===== config.mk =====
export PLATFORM = sky130hd
export DESIGN_NAME = seg_mux_driver
export DESIGN_NICKNAME = d
export VERILOG_FILES = /design/src/rtl/seg_pkg.sv /design/src/rtl/seg_decode.sv /design/src/rtl/seg_mux_driver.sv
export SDC_FILE = /design/constraint.sdc
export NUM_CORES = 1
export LEC_CHECK = 0
export CELL_PAD_IN_SITES_DETAIL_PLACEMENT = 0
export CELL_PAD_IN_SITES_GLOBAL_PLACEMENT = 1
export CORE_ASPECT_RATIO = 0.8
export CORE_MARGIN = 3
export CORE_UTILIZATION = 35
export DETAILED_ROUTE_END_ITERATION = 12
export GPL_TIMING_DRIVEN = 0
export MAX_ROUTING_LAYER = met4
export PLACE_DENSITY_LB_ADDON = 0.1
export SLEW_MARGIN = 0
export SYNTH_ARGS = -nofsm -noshare
export SYNTH_HDL_FRONTEND = slang
export SYNTH_HIERARCHICAL = 1
export SYNTH_SLANG_ARGS = --single-unit

===== constraint.sdc =====
create_clock -name clk -period 3.14 [get_ports clk]
set_input_delay 0.785 -clock clk [delete_from_list [all_inputs] [get_ports clk]]
set_output_delay 0.785 -clock clk [all_outputs]
set_load 0.1 [all_outputs]

===== src/rtl/seg_pkg.sv =====
// rtl/seg_pkg.sv - shared segment types and glyph table for the seven-segment driver
package seg_pkg;

  typedef logic [6:0] seg_t;

  localparam seg_t SEG_BLANK = 7'b1111111;

  // Active-low, bit0 = a ... bit6 = g, indexed by the 4-bit code.
  localparam seg_t SEG_GLYPH [16] = '{
    7'b1000000, 7'b1111001, 7'b0100100, 7'b0110000,
    7'b0011001, 7'b0010010, 7'b0000010, 7'b1111000,
    7'b0000000, 7'b0010000, 7'b0001000, 7'b0000011,
    7'b1000110, 7'b0100001, 7'b0000110, 7'b0001110
  };

endpackage


===== src/rtl/seg_decode.sv =====
// rtl/seg_decode.sv - combinational hex code to active-low seven-segment pattern
module seg_decode
  import seg_pkg::*;
(
  input  logic [3:0] i_code,
  output seg_t       o_seg
);

  assign o_seg = SEG_GLYPH[i_code];

endmodule


===== src/rtl/seg_mux_driver.sv =====
// rtl/seg_mux_driver.sv - time-multiplexed common-anode seven-segment driver with tear-free latching
// Blink support is built only when SEG_BLINK_EN is defined.
module seg_mux_driver
  import seg_pkg::*;
#(
  parameter int NUM_DIGITS   = 4,
  parameter int CLK_DIV      = 50000,
  parameter int BLINK_FRAMES = 64
) (
  input  logic                    clk,
  input  logic                    rst,
  input  logic [4*NUM_DIGITS-1:0] digits_in,
  input  logic [NUM_DIGITS-1:0]   dp_in,
  input  logic [NUM_DIGITS-1:0]   blank_in,
  input  logic [NUM_DIGITS-1:0]   blink_in,
  input  logic                    load,
  output logic [6:0]              seg_out,
  output logic                    dp_out,
  output logic [NUM_DIGITS-1:0]   an_out,
  output logic                    frame_done
);

  localparam int IDX_W = (NUM_DIGITS > 1) ? $clog2(NUM_DIGITS) : 1;
  localparam int PW    = $clog2(CLK_DIV);
  localparam logic [IDX_W-1:0] LAST_IDX = IDX_W'(NUM_DIGITS - 1);
  localparam logic [PW-1:0]    TC_VAL   = PW'(CLK_DIV - 1);

  logic [PW-1:0]           r_presc;
  logic [IDX_W-1:0]        r_idx;
  logic [4*NUM_DIGITS-1:0] r_sh_digits, r_dsp_digits;
  logic [NUM_DIGITS-1:0]   r_sh_dp, r_dsp_dp, r_sh_blank, r_dsp_blank;
  logic [NUM_DIGITS-1:0]   r_an;
  seg_t                    r_seg;
  logic                    r_dp, r_frame_done;

  logic                  w_tc, w_wrap, w_dark, w_dp_req, w_blank_sel;
  logic [3:0]            w_code;
  logic [NUM_DIGITS-1:0] w_an;
  seg_t                  w_glyph;

  assign w_tc   = (r_presc == TC_VAL);
  assign w_wrap = w_tc && (r_idx == LAST_IDX);

`ifdef SEG_BLINK_EN
  localparam int FW = (BLINK_FRAMES > 1) ? $clog2(BLINK_FRAMES) : 1;
  localparam logic [FW-1:0] FRAME_LAST = FW'(BLINK_FRAMES - 1);

  logic [NUM_DIGITS-1:0] r_sh_blink, r_dsp_blink;
  logic [FW-1:0]         r_frame_cnt;
  logic                  r_blink_phase;

  // Phase only moves on the wrap edge, so a frame is never half-blinked.
  always_ff @(posedge clk) begin
    if (rst) begin
      r_sh_blink    <= '0;
      r_dsp_blink   <= '0;
      r_frame_cnt   <= '0;
      r_blink_phase <= 1'b0;
    end else begin
      if (load) r_sh_blink <= blink_in;
      if (w_wrap) begin
        r_dsp_blink <= r_sh_blink;
        if (r_frame_cnt == FRAME_LAST) begin
          r_frame_cnt   <= '0;
          r_blink_phase <= ~r_blink_phase;
        end else begin
          r_frame_cnt <= r_frame_cnt + FW'(1);
        end
      end
    end
  end
`else
  logic w_unused_blink;
  assign w_unused_blink = (^blink_in) ^ (BLINK_FRAMES > 0);
`endif

  always_comb begin
    w_code      = 4'h0;
    w_dp_req    = 1'b0;
    w_blank_sel = 1'b1;
    w_dark      = 1'b1;
    w_an        = '1;
    for (int i = 0; i < NUM_DIGITS; i++) begin
      if (r_idx == IDX_W'(i)) begin
        w_code      = r_dsp_digits[i*4 +: 4];
        w_dp_req    = r_dsp_dp[i];
        w_blank_sel = r_dsp_blank[i];
        w_an[i]     = 1'b0;
`ifdef SEG_BLINK_EN
        w_dark      = w_blank_sel | (r_blink_phase & r_dsp_blink[i]);
`else
        w_dark      = w_blank_sel;
`endif
      end
    end
  end

  seg_decode u_decode (
    .i_code (w_code),
    .o_seg  (w_glyph)
  );

  // Display set is refreshed on the same edge the index returns to 0.
  always_ff @(posedge clk) begin
    if (rst) begin
      r_presc      <= '0;
      r_idx        <= '0;
      r_sh_digits  <= '0;
      r_sh_dp      <= '0;
      r_sh_blank   <= '1;
      r_dsp_digits <= '0;
      r_dsp_dp     <= '0;
      r_dsp_blank  <= '1;
      r_an         <= '1;
      r_seg        <= SEG_BLANK;
      r_dp         <= 1'b1;
      r_frame_done <= 1'b0;
    end else begin
      if (w_tc) begin
        r_presc <= '0;
        r_idx   <= (r_idx == LAST_IDX) ? '0 : r_idx + IDX_W'(1);
      end else begin
        r_presc <= r_presc + PW'(1);
      end
      if (load) begin
        r_sh_digits <= digits_in;
        r_sh_dp     <= dp_in;
        r_sh_blank  <= blank_in;
      end
      if (w_wrap) begin
        r_dsp_digits <= r_sh_digits;
        r_dsp_dp     <= r_sh_dp;
        r_dsp_blank  <= r_sh_blank;
      end
      r_an         <= w_an;
      r_seg        <= w_dark ? SEG_BLANK : w_glyph;
      r_dp         <= ~(w_dp_req & ~w_dark);
      r_frame_done <= w_wrap;
    end
  end

  assign seg_out    = r_seg;
  assign dp_out     = r_dp;
  assign an_out     = r_an;
  assign frame_done = r_frame_done;

endmodule


After elaboration in Yosys (flattened, before gate mapping)
Memory sizes are Yosys's and may differ from the RTL's. A register that Yosys moved wholly into a read port is not among the register bits.
Cells that the tools add are included.
Widths: inputs -> output; s select.
{ "word_totals": {"reg_bits": 72, "mem_bits_ro": 112, "in_bits": 31, "out_inout_bits": 13, "word_cells": 43, "n_memories": 1} }
{ "mem_list": {"columns": ["memory", "depth", "word_bits", "read_ports", "rd_clocked_by_memory_dff", "write_ports", "line_no", "source"], "rows": [
  ["(no name shown)", 16, 7, 1, 1, 0, "seg_decode.sv:9", "assign o_seg = SEG_GLYPH[i_code];"]
]} }
{ "classes": {"n_addsub": 2, "eq_ne": 4, "muxes": 17, "bitwise_logic": 4, "n_reduce_logical": 4} }
{ "op_table": {"columns": ["op", "n"], "rows": [
  ["$add 16x1->16 const B", 1],
  ["$eq 16x16->1 const B", 1],
  ["$mux 4", 4],
  ["$mux 1", 12],
  ["$not 4->5", 1],
  ["$eq 2x2->1 const B", 2],
  ["$reduce_or 2->1", 2],
  ["$add 2x1->2 const B", 1],
  ["$eq 2x1->1 const B", 1],
  ["$logic_not 2->1", 1],
  ["$mux 2", 1],
  ["$not 1->1", 2],
  ["$and 1x1->1", 1],
  ["$logic_and 1x1->1", 1]
]} }

Longest topological paths before layout
Gate-level depths: netlist of run 1.
{ "logic_depth": {"word_depth": 8, "mapped_depth": 13, "depth_no_buf": 12} }

Cells and area by module
Netlist of run 1, hierarchy kept.
{ "modules_own_cells": {"columns": ["mod", "n_inst", "cells_per_inst", "area_each_um2", "seq_area_each_um2"], "rows": [
  ["seg_mux_driver", 1, 316, 3103.0, 1581.5],
  ["seg_decode", 1, 33, 269.0, 0.0]
]} }

Least setup slack after synthesis of run 1
OpenSTA, ideal clock, no wires.
{ "synth_timing": {"path_type": "register -> register", "start": "reg r_idx[1]", "end": "reg r_seg[3] (netlist: seg_out[3])", "setup_ps": 133, "arrival_ps": 2690, "required_ps": 3007, "setup_slack_ps": 317, "path_stages_with_launch": 13, "n_path_buf": 1, "synth_period_minus_slack_ps": 2823, "path_cell_list": "dfxtp_1 -> inv_1 -> ha_1 -> clkbuf_1 -> nand3b_1 -> a21oi_1 -> a21oi_1 -> o21ai_0 -> inv_1 -> ha_1 -> inv_1 -> mux4_2 -> nand2b_1"} }
{ "synth_between": {"elab_chain_cells": 6, "word_cells_on_any_way": 14, "cone_classes": "3 x eq/ne; 8 x mux; 1 x bitwise; 2 x reduce/logical"} }
{ "synth_rtl": {"columns": ["element", "line_no", "source"], "rows": [
  ["start: declaration", "seg_mux_driver.sv:29", "logic [IDX_W-1:0] r_idx;"],
  ["start signal: assignment", "seg_mux_driver.sv:121", "r_idx <= (r_idx == LAST_IDX) ? '0 : r_idx + IDX_W'(1);"],
  ["$logic_not 2->1", "seg_mux_driver.sv:84", "if (r_idx == IDX_W'(i)) begin"],
  ["$mux 4 (3 in series)", "seg_mux_driver.sv:84", null],
  ["$mux 4 (*)", "seg_mux_driver.sv:84", null],
  ["via w_code[0]", "seg_mux_driver.sv:37", "logic [3:0] w_code;"],
  ["$not 4->5 (implied by the code) (*)", "seg_decode.sv:9", null],
  ["end: declaration", "seg_mux_driver.sv:33", "seg_t r_seg;"]
]} }
The timed path passes the listed nets; every way through them passes the cells marked *.
A chain may end at the register's enable or synchronous reset.

Worst setup path in the final report of run 1
Ends and elaborated chain as after synthesis.

==> metrics.yaml, run 1 <==
finClkSkew_ns: 0.009382
fp.dieW_um: 115.7
critPathKind: "flop to flop"
synth_edf_count: 0
syn_area_um2: 3372
r2r_cells: 12
dieArea_um2: 10860
syn_nets: 392
ys.flop_type: "dfxtp_1"
clock-sinks: 79
hold_viol: 0
min_period_ns: 2.915
num_vias: 2402
setup_viol: 0
clk_pin_slew_ns: 0.06
num_antenna_cells: 0
netlist.top_cell.by_area: "dfxtp_1"
dr.pass1.iters: 4
cp-end-kind: "flop"
reg2reg_from: "r_idx[1]"
synth_cells: 349
cp_max_fo: 10
worstPathCellList: "inv_1, ha_1, clkbuf_1, nand3b_1, a21oi_1, a21oi_1, o21ai_2, inv_1, ha_1, inv_1, mux4_2, nand2b_1"
nets: 441
tightest_slew_ns: 0.9665
clk_path_buf_depth: 2
cts_tree: "yes"
vdd_drop_max_mv: 0.2958
slew_violations: 0
synth-xor-area-share: 0.03377
grt_max_degree: 15
drt-initial-drc-count: 122
grt_pass1_vias: 2254
area_growth_syn_to_layout_pct: 26.05
synth_seq_cells: 79
drcViolationCount: 0
synthDominantCellAreaShare: 0.4690
wl_per_cell_um: 13.34
crit_required_ns: 3.33
fmax_mhz: 343.1
grt_use_total: 0.1414
finalWirelength_mm: 6.910
ant_nets: 0
synth_cell_type_count: 36
critPathCapture: "seg_out[3]"
io_buffers: 38
crit_path_start: "r_idx[1]"
synth.area.top_cells: "dfxtp_1 (47%), mux2i_1 (15%), nor2_1 (7.2%)"
dpl-instance-area_um2: 3896
rsz0062_at_grt: "no"
finalCritPeriodShare: 0.9282
rows: 31
antenna_found_initial: 0
critPathTopFamily: "compound AO/OA/AOI/OAI gates"
status: "completed"
grt_pass1_wl_mm: 11.46
synthSimpleGateAreaFrac: 0.2000
muxShareOfSynthArea: 0.1610
avgViaCountPerCell: 4.637
fin_util: 0.4604
cpMostUsedCell: "inv_1"
r2r-end: "seg_out[3]"
synthAdderAreaFrac: 0.04453
cp.arrival_ns: 3.11
synth-compound-area-share: 0.05529
floorplan.initialDensity: 0.3653
p_leak_uw: 0.001547
cts_setup_buffers: 0
grt_overflow: 0
yosysMostFrequentCell: "dfxtp_1"
syn_avg_cell_area_um2: 9.662
synth_top_family_by_area: "simple AND/OR/NAND/NOR gates"
io_pins: 44
cts.htree.levels: 3
dpl.hpwl_mm: 4.925
drive_gt1_frac: 0.06700
die_h_um: 93.79
clk_latency_ns: 0.34
async_flop_share: 0
path_buf_inv: 4
relSlewSlack: 0.3537
yosys-top-cells-count: "dfxtp_1 (79), nor2_1 (65), mux2i_1 (52), nand2_1 (18), nand2b_1 (18)"
yosysSeqAreaShare: 0.4690
gp_congestion: 0.7706
slowest_stage: "mux4_2"
powerDensity_nw_per_um2: 549.9
yosysWarnings: 6
max_stage_delay_ns: 0.43
cts_buffers: 9
critical_path_depth: 12
root_buffer: "clkbuf_16"
drv_cap: 0
setup.reg_to_reg.worst_slack_ns: 0.23
fin_area_um2: 4250
placeableCoreArea_um2: 9231
hp-class: "flop to flop"
cp-start-kind: "flop"
==> how the worst min path moves through the flow <==
stage          cells past startpoint            from             end
2_1_floorplan                      1      r_presc[0]      r_presc[0]
3_5_place_dp                       1      r_presc[0]      r_presc[0]
3_3_place_gp                       1      r_presc[0]      r_presc[0]
4_1_cts                            1      r_presc[0]      r_presc[0]
6_report                           1      r_presc[0]      r_presc[0]
5_1_grt                            2  r_dsp_blank[1]  r_dsp_blank[1]
==> metrics by stage <==
stage	total power, uW	TNS, ns	std cells	setup WS, ns	hold WS (ns)
after detailed placement	1166	-0.3653	502	-0.2316	0.4541
after global routing	2431	0	518	0.03810	0.5091
after CTS	2368	0	518	0.02343	0.4637
after global placement	1164	-0.2531	502	-0.1878	0.4445
after floorplan	1114	0	349	0.3172	0.4261
final	2337	0	518	0.2254	0.4671
==> metal layers <==
layer / GRT usage / wire (um) / part of all wire / up-vias
met4: 0.04348 / 91 / 0.013 / 0
met5: - / 0 / 0 / -
met1: 0.1888 / 3593 / 0.52 / 1081
met3: 0.04829 / 248 / 0.036 / 8
li1: - / - / - / 1278
met2: 0.2023 / 2977 / 0.43 / 35
==> cell families (layout without fill, tap and decap cells) <==
logic type               count (synthesis)  count (layout)
adder cells (fa/ha/maj)                 12              12
AND/OR/NAND/NOR                        135             135
multiplexers                            53              53
XOR/XNOR                                13              13
AO/OA/AOI/OAI                           31              31
flip-flops                              79              79
buffers and inverters                   26              80
==> registers in the layout, summed over array words and instances (netlist names) <==
register      flops
r_dsp_digits     16
seg_out           7
r_dsp_blank       4
r_sh_blank        4
r_idx             2
r_presc          16
frame_done        1
r_dsp_dp          4
an_out            4
r_sh_digits      16
r_sh_dp           4
dp_out            1
==> worst register-to-register path: stages (launching register included) <==
cell and delay, ns:
dfxtp_1 0.37, inv_1 0.08, ha_1 0.23, clkbuf_1 0.23, nand3b_1 0.21, a21oi_1 0.18, a21oi_1 0.09, o21ai_2 0.31
inv_1 0.16, ha_1 0.30, inv_1 0.05, mux4_2 0.43, nand2b_1 0.15
==> report_power, final <==
part           leakage (uW)  internal (uW)  switching, uW
clock              0.000170            779            416
sequential         0.000643           1030           13.2
combinational      0.000734           55.9           47.8
total               0.00155           1860            477
==> layout make-up <==
| cell class | count | area (um2) |
|---|---|---|
| timing repair buffer | 38 | 380.4 |
| inverter | 7 | 26.28 |
| sequential | 79 | 1582 |
| buffer | 19 | 96.34 |
| multi-input combinational | 244 | 1675 |
| fill | 906 | 4981 |
| clock buffer | 9 | 225.2 |
| tap | 115 | 143.9 |
| clock inverter | 7 | 121.4 |
==> cell usage in the layout, fill, tap and decap left out, types with 2 or more instances in the layout <==
| master | count |
|---|---|
| dfxtp_1 | 79 |
| nor2_1 | 65 |
| mux2i_1 | 52 |
| clkdlybuf4s50_1 | 38 |
| nand2_1 | 18 |
| nand2b_1 | 18 |
| a21oi_1 | 15 |
| clkbuf_1 | 12 |
| ha_1 | 12 |
| clkbuf_16 | 9 |
| inv_1 | 7 |
| xor2_1 | 7 |
| nand4_1 | 6 |
| nor2b_1 | 6 |
| xnor2_1 | 6 |
| nand3b_1 | 4 |
| a211o_1 | 4 |
| nand3_1 | 4 |
| o21ai_0 | 3 |
| buf_6 | 3 |
| and4_1 | 3 |
| bufinv_16 | 3 |
| clkinv_4 | 3 |
| buf_1 | 2 |
| o21ai_2 | 2 |
| or4_1 | 2 |
| o31ai_1 | 2 |
| buf_2 | 2 |
| nor3_1 | 2 |
| o21ai_1 | 2 |
==> timing repair <==
action / CTS / global route
gates resized for setup: 2 / 2
endpoints found under the setup margin: 3 / 3
pin swaps: 0 / 0
cloned: 0 / 0
hold buffers: 0 / 0
Power figures use the tool's default switching activity.
==> run 2, diff against run 1 <==
--- a/config.mk
+++ b/config.mk
@@ -9,7 +9,7 @@
 export CELL_PAD_IN_SITES_GLOBAL_PLACEMENT = 1
 export CORE_ASPECT_RATIO = 0.8
 export CORE_MARGIN = 3
-export CORE_UTILIZATION = 35
+export CORE_UTILIZATION = 42
 export DETAILED_ROUTE_END_ITERATION = 12
 export GPL_TIMING_DRIVEN = 0
 export MAX_ROUTING_LAYER = met4
==> run 2 against run 1 <==
  * Largest power group is now registers
  * Highest routed layer unchanged
  * Maximum frequency up 1.3%
  * Critical endpoint unchanged
  * Non-clock buffer count up 3
  * Via count up 1.4%
==> metrics.yaml, run 2 (synthesized netlist as in run 1, its figures left out) <==
grt_pass1_wl_mm: 11.23  # was 11.46 mm
dpl.cell_count: 492  # was 502
floorplan.initialDensity: 0.4435  # was 0.3653
placeableCoreArea_um2: 7602  # was 9231 um2
clk_latency_ns: 0.35  # was 0.34 ns
powerDensity_nw_per_um2: 459.5  # was 549.9 nW/um2
cts_hold_buf: 0  # unchanged
power_frac_clock: 0.396  # was 0.511
cp-start-kind: "flop"  # unchanged
grt_use_met1: 0.2237  # was 0.1888
p_sw_frac: 0.2306  # was 0.2042
seq_power_share: 0.549  # was 0.444
num_vias: 2435  # was 2402
max_stage_delay_ns: 0.44  # was 0.43 ns
fin_util: 0.5407  # was 0.4604
p_int_uw: 1453  # was 1860 uW
fin_area_um2: 4110  # was 4250 um2
grt.busiest_layer: "met2"  # unchanged
root_buffer: "clkbuf_8"  # was clkbuf_16
finClkSkew_ns: 0.008824  # was 0.009382 ns
cpMostUsedCell: "inv_1"  # unchanged
p_total_uw: 1889  # was 2337 uW
cts.htree.levels: 3  # unchanged
critPathTopFamily: "compound AO/OA/AOI/OAI gates"  # unchanged
hold_viol: 0  # unchanged
mostFrequentLayoutCells: "dfxtp_1 (79), nor2_1 (65), mux2i_1 (52)"  # unchanged
drcViolationCount: 0  # unchanged
setup_viol: 0  # unchanged
slew_violations: 0  # unchanged
dpl-instance-area_um2: 3884  # was 3896 um2
dieArea_um2: 9146  # was 10860 um2
dpl.hpwl_mm: 4.758  # was 4.925 mm
clk_pin_slew_ns: 0.08  # was 0.06 ns
vdd_drop_max_mv: 0.2667  # was 0.2958 mV
rows: 28  # was 31
gp_congestion: 0.8161  # was 0.7706
drv_cap: 0  # unchanged
cp-end-kind: "flop"  # unchanged
fill_cells: 746  # was 906
fp.dieW_um: 106.2  # was 115.7 um
status: "completed"  # unchanged
tightest_slew_ns: 0.9683  # was 0.9665 ns
io_buffers: 38  # unchanged
met3_usage: 0.05117  # was 0.04829
drive_gt1_frac: 0.07143  # was 0.06700
grt_use_total: 0.1611  # was 0.1414
grt_max_degree: 15  # unchanged
min_period_ns: 2.878  # was 2.915 ns
cp_max_fo: 10  # unchanged
p_leak_uw: 0.001491  # was 0.001547 uW
pwr-share-comb: 0.055  # was 0.044
hp-class: "flop to flop"  # unchanged
cp.arrival_ns: 3.08  # was 3.11 ns
critPathKind: "flop to flop"  # unchanged
finalWirelength_mm: 6.661  # was 6.910 mm
antenna_found_initial: 0  # unchanged
crit_required_ns: 3.35  # was 3.33 ns
clk_path_buf_depth: 2  # unchanged
relSlewSlack: 0.3524  # was 0.3537
fmax_mhz: 347.5  # was 343.1 MHz
num_antenna_cells: 0  # unchanged
area_growth_syn_to_layout_pct: 21.89  # was 26.05%
finalCritPeriodShare: 0.9165  # was 0.9282
avgViaCountPerCell: 4.765  # was 4.637
cts_tree: "yes"  # unchanged
die_h_um: 86.14  # was 93.79 um
drt-initial-drc-count: 60  # was 122
p_sw_uw: 435.6  # was 477.2 uW
use_met2: 0.2248  # was 0.2023
grt_overflow: 0  # unchanged
dr.pass1.iters: 4  # unchanged
rsz0062_at_grt: "no"  # unchanged
reg.largest.list: "r_dsp_digits x16, r_presc x16, r_sh_digits x16"  # unchanged
clock-sinks: 79  # unchanged
layout.cells.non_filler: 511  # was 518
worstPathCellList: "inv_1, ha_1, clkbuf_1, nand3b_1, a21oi_1, a21oi_1, o21ai_2, inv_1, ha_1, inv_1, mux4_2, nand2b_1"  # unchanged
slowest_stage: "mux4_2"  # unchanged
ant_nets: 0  # unchanged
nets: 444  # was 441
wl_per_cell_um: 13.04  # was 13.34 um
mostFrequentLayoutCell: "dfxtp_1"  # unchanged
path_buf_inv: 4  # unchanged
cts_buffers: 9  # unchanged
io_pins: 44  # unchanged
grt_pass1_vias: 2223  # was 2254
## run 2: cell count changes in the layout (fill, tap and decap cells not counted), moves of 2 or more
cell and change:
buf_4 +3, bufinv_16 -2, clkbuf_16 -9, clkbuf_8 +9, clkinv_4 -2, inv_6 +2
## run 2: final timing paths
path | from | slack, ns | to | cells past startpoint
max | r_idx[1] | 0.26 | seg_out[3] | 12
min | r_dsp_blank[3] | 0.47 | r_dsp_blank[3] | 2
max reg2reg | r_idx[1] | 0.26 | seg_out[3] | 12
min reg2reg | r_dsp_blank[3] | 0.47 | r_dsp_blank[3] | 2
## run 2: power by group through the flow
stage	combinational (uW)	sequential (uW)	clock, uW
after floorplan	52.6	1060	0
after global placement	103	1060	0
after detailed placement	105	1060	0
after CTS	105	1040	774
after global routing	115	1040	822
final	104	1040	748
## run 2: metrics by stage
| stage | hold WS [ns] | worst slack, ns | setup TNS [ns] |
|---|---|---|---|
| after floorplan | 0.4261 | 0.3172 | 0 |
| after global placement | 0.4435 | -0.1533 | -0.1832 |
| after detailed placement | 0.4549 | -0.2161 | -0.2996 |
| after CTS | 0.4700 | 0.04173 | 0 |
| after global routing | 0.4940 | 0.03105 | 0 |
| final | 0.4741 | 0.2623 | 0 |
## run 2: worst register-to-register path: cells and delay by family (launching register included)
| kind | cells | cell delay, ns |
|---|---|---|
| buffers and inverters | 4 | 0.50 |
| multiplexers | 1 | 0.44 |
| AO/OA/AOI/OAI | 3 | 0.53 |
| AND/OR/NAND/NOR | 2 | 0.37 |
| flip-flops | 1 | 0.38 |
| adder cells (fa/ha/maj) | 2 | 0.52 |
## run 2: cell type report
| class | instances | area (um2) | share of cell area |
|---|---|---|---|
| Buffer | 19 | 96.34 | 0.02344 |
| Tap cell | 105 | 131.4 | 0.03196 |
| Clock buffer | 10 | 127.6 | 0.03105 |
| Clock inverter | 6 | 68.82 | 0.01674 |
| Timing Repair Buffer | 41 | 402.9 | 0.09802 |
| Inverter | 7 | 26.28 | 0.006393 |
| Sequential cell | 79 | 1582 | 0.3848 |
| Multi-Input combinational cell | 244 | 1675 | 0.4076 |
## run 2: timing repair
item / in CTS / in global routing
setup buffers: 0 / 3
resized for setup: 2 / 2
pin swaps: 0 / 1
setup endpoints to repair: 2 / 2
## run 2: metal layers
| layer | up-vias | wire length [um] |
|---|---|---|
| li1 | 1288 | - |
| met1 | 1102 | 3499 |
| met2 | 37 | 2824 |
| met3 | 8 | 271 |
| met4 | 0 | 65 |
| met5 | - | 0 |
==> run 3, diff against run 2 <==
--- a/config.mk
+++ b/config.mk
@@ -13,7 +13,7 @@
 export DETAILED_ROUTE_END_ITERATION = 12
 export GPL_TIMING_DRIVEN = 0
 export MAX_ROUTING_LAYER = met4
-export PLACE_DENSITY_LB_ADDON = 0.1
+export PLACE_DENSITY = 0.78
 export SLEW_MARGIN = 0
 export SYNTH_ARGS = -nofsm -noshare
 export SYNTH_HDL_FRONTEND = slang
==> run 3 against run 2 <==
  * Maximum frequency is 0.37% higher
  * Highest routed layer unchanged
  * Die area stayed put
  * Core utilization is 0.23 points higher
  * Largest power group unchanged
==> metrics.yaml, run 3 (synthesized netlist as in run 1, its figures left out) <==
crit_required_ns: 3.36  # was 3.35 ns
dpl.cell_count: 492  # unchanged
setup_viol: 0  # unchanged
max_stage_delay_ns: 0.44  # about the same
cts_buffers: 9  # unchanged
power_frac_clock: 0.418  # was 0.396
dr.pass1.iters: 4  # unchanged
ff_latch_area_um2: 1582  # unchanged
reg2reg_from: "r_idx[1]"  # unchanged
status: "completed"  # unchanged
hold_viol: 0  # unchanged
mostFrequentLayoutCells: "dfxtp_1 (79), nor2_1 (65), mux2i_1 (52)"  # unchanged
floorplan.initialDensity: 0.4435  # unchanged
vdd_drop_max_mv: 0.2741  # was 0.2667 mV
fill_cells: 714  # was 746
nets: 443  # was 444
drcViolationCount: 0  # unchanged
placeableCoreArea_um2: 7602  # unchanged
r2r_cells: 12  # unchanged
p_int_uw: 1528  # was 1453 uW
num_vias: 2465  # was 2435
reg.largest.list: "r_dsp_digits x16, r_presc x16, r_sh_digits x16"  # unchanged
finalWirelength_mm: 6.827  # was 6.661 mm
finClkSkew_ns: 0.01297  # was 0.008824 ns
clock-sinks: 79  # unchanged
min_period_ns: 2.867  # was 2.878 ns
slew_violations: 0  # unchanged
drv_cap: 0  # unchanged
fmax_mhz: 348.8  # was 347.5 MHz
cts_tree: "yes"  # unchanged
area_growth_syn_to_layout_pct: 22.41  # was 21.89%
critPathCapture: "seg_out[3]"  # unchanged
grt_use_total: 0.1680  # was 0.1611
crit_path_start: "r_idx[1]"  # unchanged
layout.cells.non_filler: 510  # was 511
clk_latency_ns: 0.35  # about the same
clk_path_buf_depth: 2  # unchanged
grt_overflow: 0  # unchanged
cp.arrival_ns: 3.08  # about the same
fp.dieW_um: 106.2  # unchanged
worstPathCellList: "inv_1, ha_1, clkbuf_1, nand3b_1, a21oi_1, a21oi_1, o21ai_2, inv_1, ha_1, inv_1, mux4_2, nand2b_1"  # unchanged
powerDensity_nw_per_um2: 475.1  # was 459.5 nW/um2
avgViaCountPerCell: 4.833  # was 4.765
dieArea_um2: 9146  # unchanged
critPathTopFamily: "adder cells"  # was compound AO/OA/AOI/OAI gates
relSlewSlack: 0.3450  # was 0.3524
grt_max_degree: 15  # unchanged
critPathKind: "flop to flop"  # unchanged
r2r-end: "seg_out[3]"  # unchanged
mostFrequentLayoutCell: "dfxtp_1"  # unchanged
drt-initial-drc-count: 81  # was 60
rows: 28  # unchanged
wl_per_cell_um: 13.39  # was 13.04 um
clk_pin_slew_ns: 0.08  # about the same
grt_pass1_wl_mm: 11.81  # was 11.23 mm
cp-start-kind: "flop"  # unchanged
slowest_stage: "mux4_2"  # unchanged
holdWs_ns: 0.4689  # was 0.4741 ns
gp_congestion: 0.8485  # was 0.8161
finalCritPeriodShare: 0.9131  # was 0.9165
pwr-share-comb: 0.053  # was 0.055
critical_path_depth: 12  # unchanged
io_buffers: 38  # unchanged
die_h_um: 86.14  # unchanged
seq_power_share: 0.529  # was 0.549
num_antenna_cells: 0  # unchanged
p_total_uw: 1961  # was 1889 uW
hp-class: "flop to flop"  # unchanged
tightest_slew_ns: 0.9795  # was 0.9683 ns
path_buf_inv: 4  # unchanged
p_leak_uw: 0.001494  # was 0.001491 uW
p_sw_frac: 0.2208  # was 0.2306
grt_pass1_vias: 2439  # was 2223
dpl.hpwl_mm: 5.031  # was 4.758 mm
io_pins: 44  # unchanged
drive_gt1_frac: 0.07160  # was 0.07143
setup.reg_to_reg.worst_slack_ns: 0.27  # was 0.26 ns
cts.htree.levels: 3  # unchanged
root_buffer: "clkbuf_8"  # unchanged
antenna_found_initial: 0  # unchanged
cp_max_fo: 10  # unchanged
multi_input_area_um2: 1675  # unchanged
cpMostUsedCell: "inv_1"  # unchanged
p_sw_uw: 433.1  # was 435.6 uW
ant_nets: 0  # unchanged
cp-end-kind: "flop"  # unchanged
run 3: cell types whose count changed in the layout (fill, tap and decap cells not counted), sizes merged:
cell      change
clkbuf        -1
clkinv        +1
bufinv        +1
inv           -2
clkinvlp      +1
buf           -1
run 3: cell type report:
cell class,instances,area share
Buffer,19,0.02334
Clock buffer,9,0.03001
Clock inverter,7,0.02364
Inverter,7,0.006366
Multi-Input combinational cell,244,0.4059
Sequential cell,79,0.3831
Tap cell,105,0.03183
Timing Repair Buffer,40,0.09579
run 3: per-layer routing:
layer	part of all wire	GRT usage	up-vias
li1	-	-	1284
met1	0.52	0.2246	1137
met2	0.43	0.2484	38
met3	0.037	0.04063	6
met4	0.0060	0.06000	0
met5	0	-	-
run 3: power by group through the flow:
| stage | Combinational [uW] | Sequential, uW | Clock, uW |
|---|---|---|---|
| after floorplan | 52.6 | 1060 | 0 |
| after global placement | 102 | 1060 | 0 |
| after detailed placement | 105 | 1060 | 0 |
| after CTS | 105 | 1040 | 844 |
| after global routing | 114 | 1040 | 886 |
| final | 103 | 1040 | 821 |
run 3: worst min-delay path by stage:
stage / startpoint / to / cells after the start / slack (ns)
final: r_presc[0] / r_presc[0] / 1 / 0.47
after global routing: r_sh_blank[2] / r_dsp_blank[2] / 2 / 0.49
after CTS: r_presc[0] / r_presc[0] / 1 / 0.47
after detailed placement: r_presc[0] / r_presc[0] / 1 / 0.45
after global placement: r_presc[0] / r_presc[0] / 1 / 0.44
after floorplan: r_presc[0] / r_presc[0] / 1 / 0.43
run 3: what timing repair did:
| item | 4_1_cts | 5_1_grt |
|---|---|---|
| setup endpoints to repair | 2 | 3 |
| endpoints found under the hold margin | 0 | 0 |
| gates resized for setup | 2 | 2 |
| setup buffers | 0 | 2 |
| pin swaps | 0 | 1 |
| hold buffers | 0 | 0 |
run 3: through the flow:
stage	area, um2	TNS [ns]	worst slack [ns]	util
floorplan	3372	0	0.3172	-
global placement	3884	-0.1565	-0.1438	0.5109
detailed placement	3884	-0.3054	-0.2220	0.5109
CTS	4105	0	0.03240	0.5400
global route	4128	-0.0007878	-0.0007878	0.5430
finish	4128	0	0.2728	0.5430
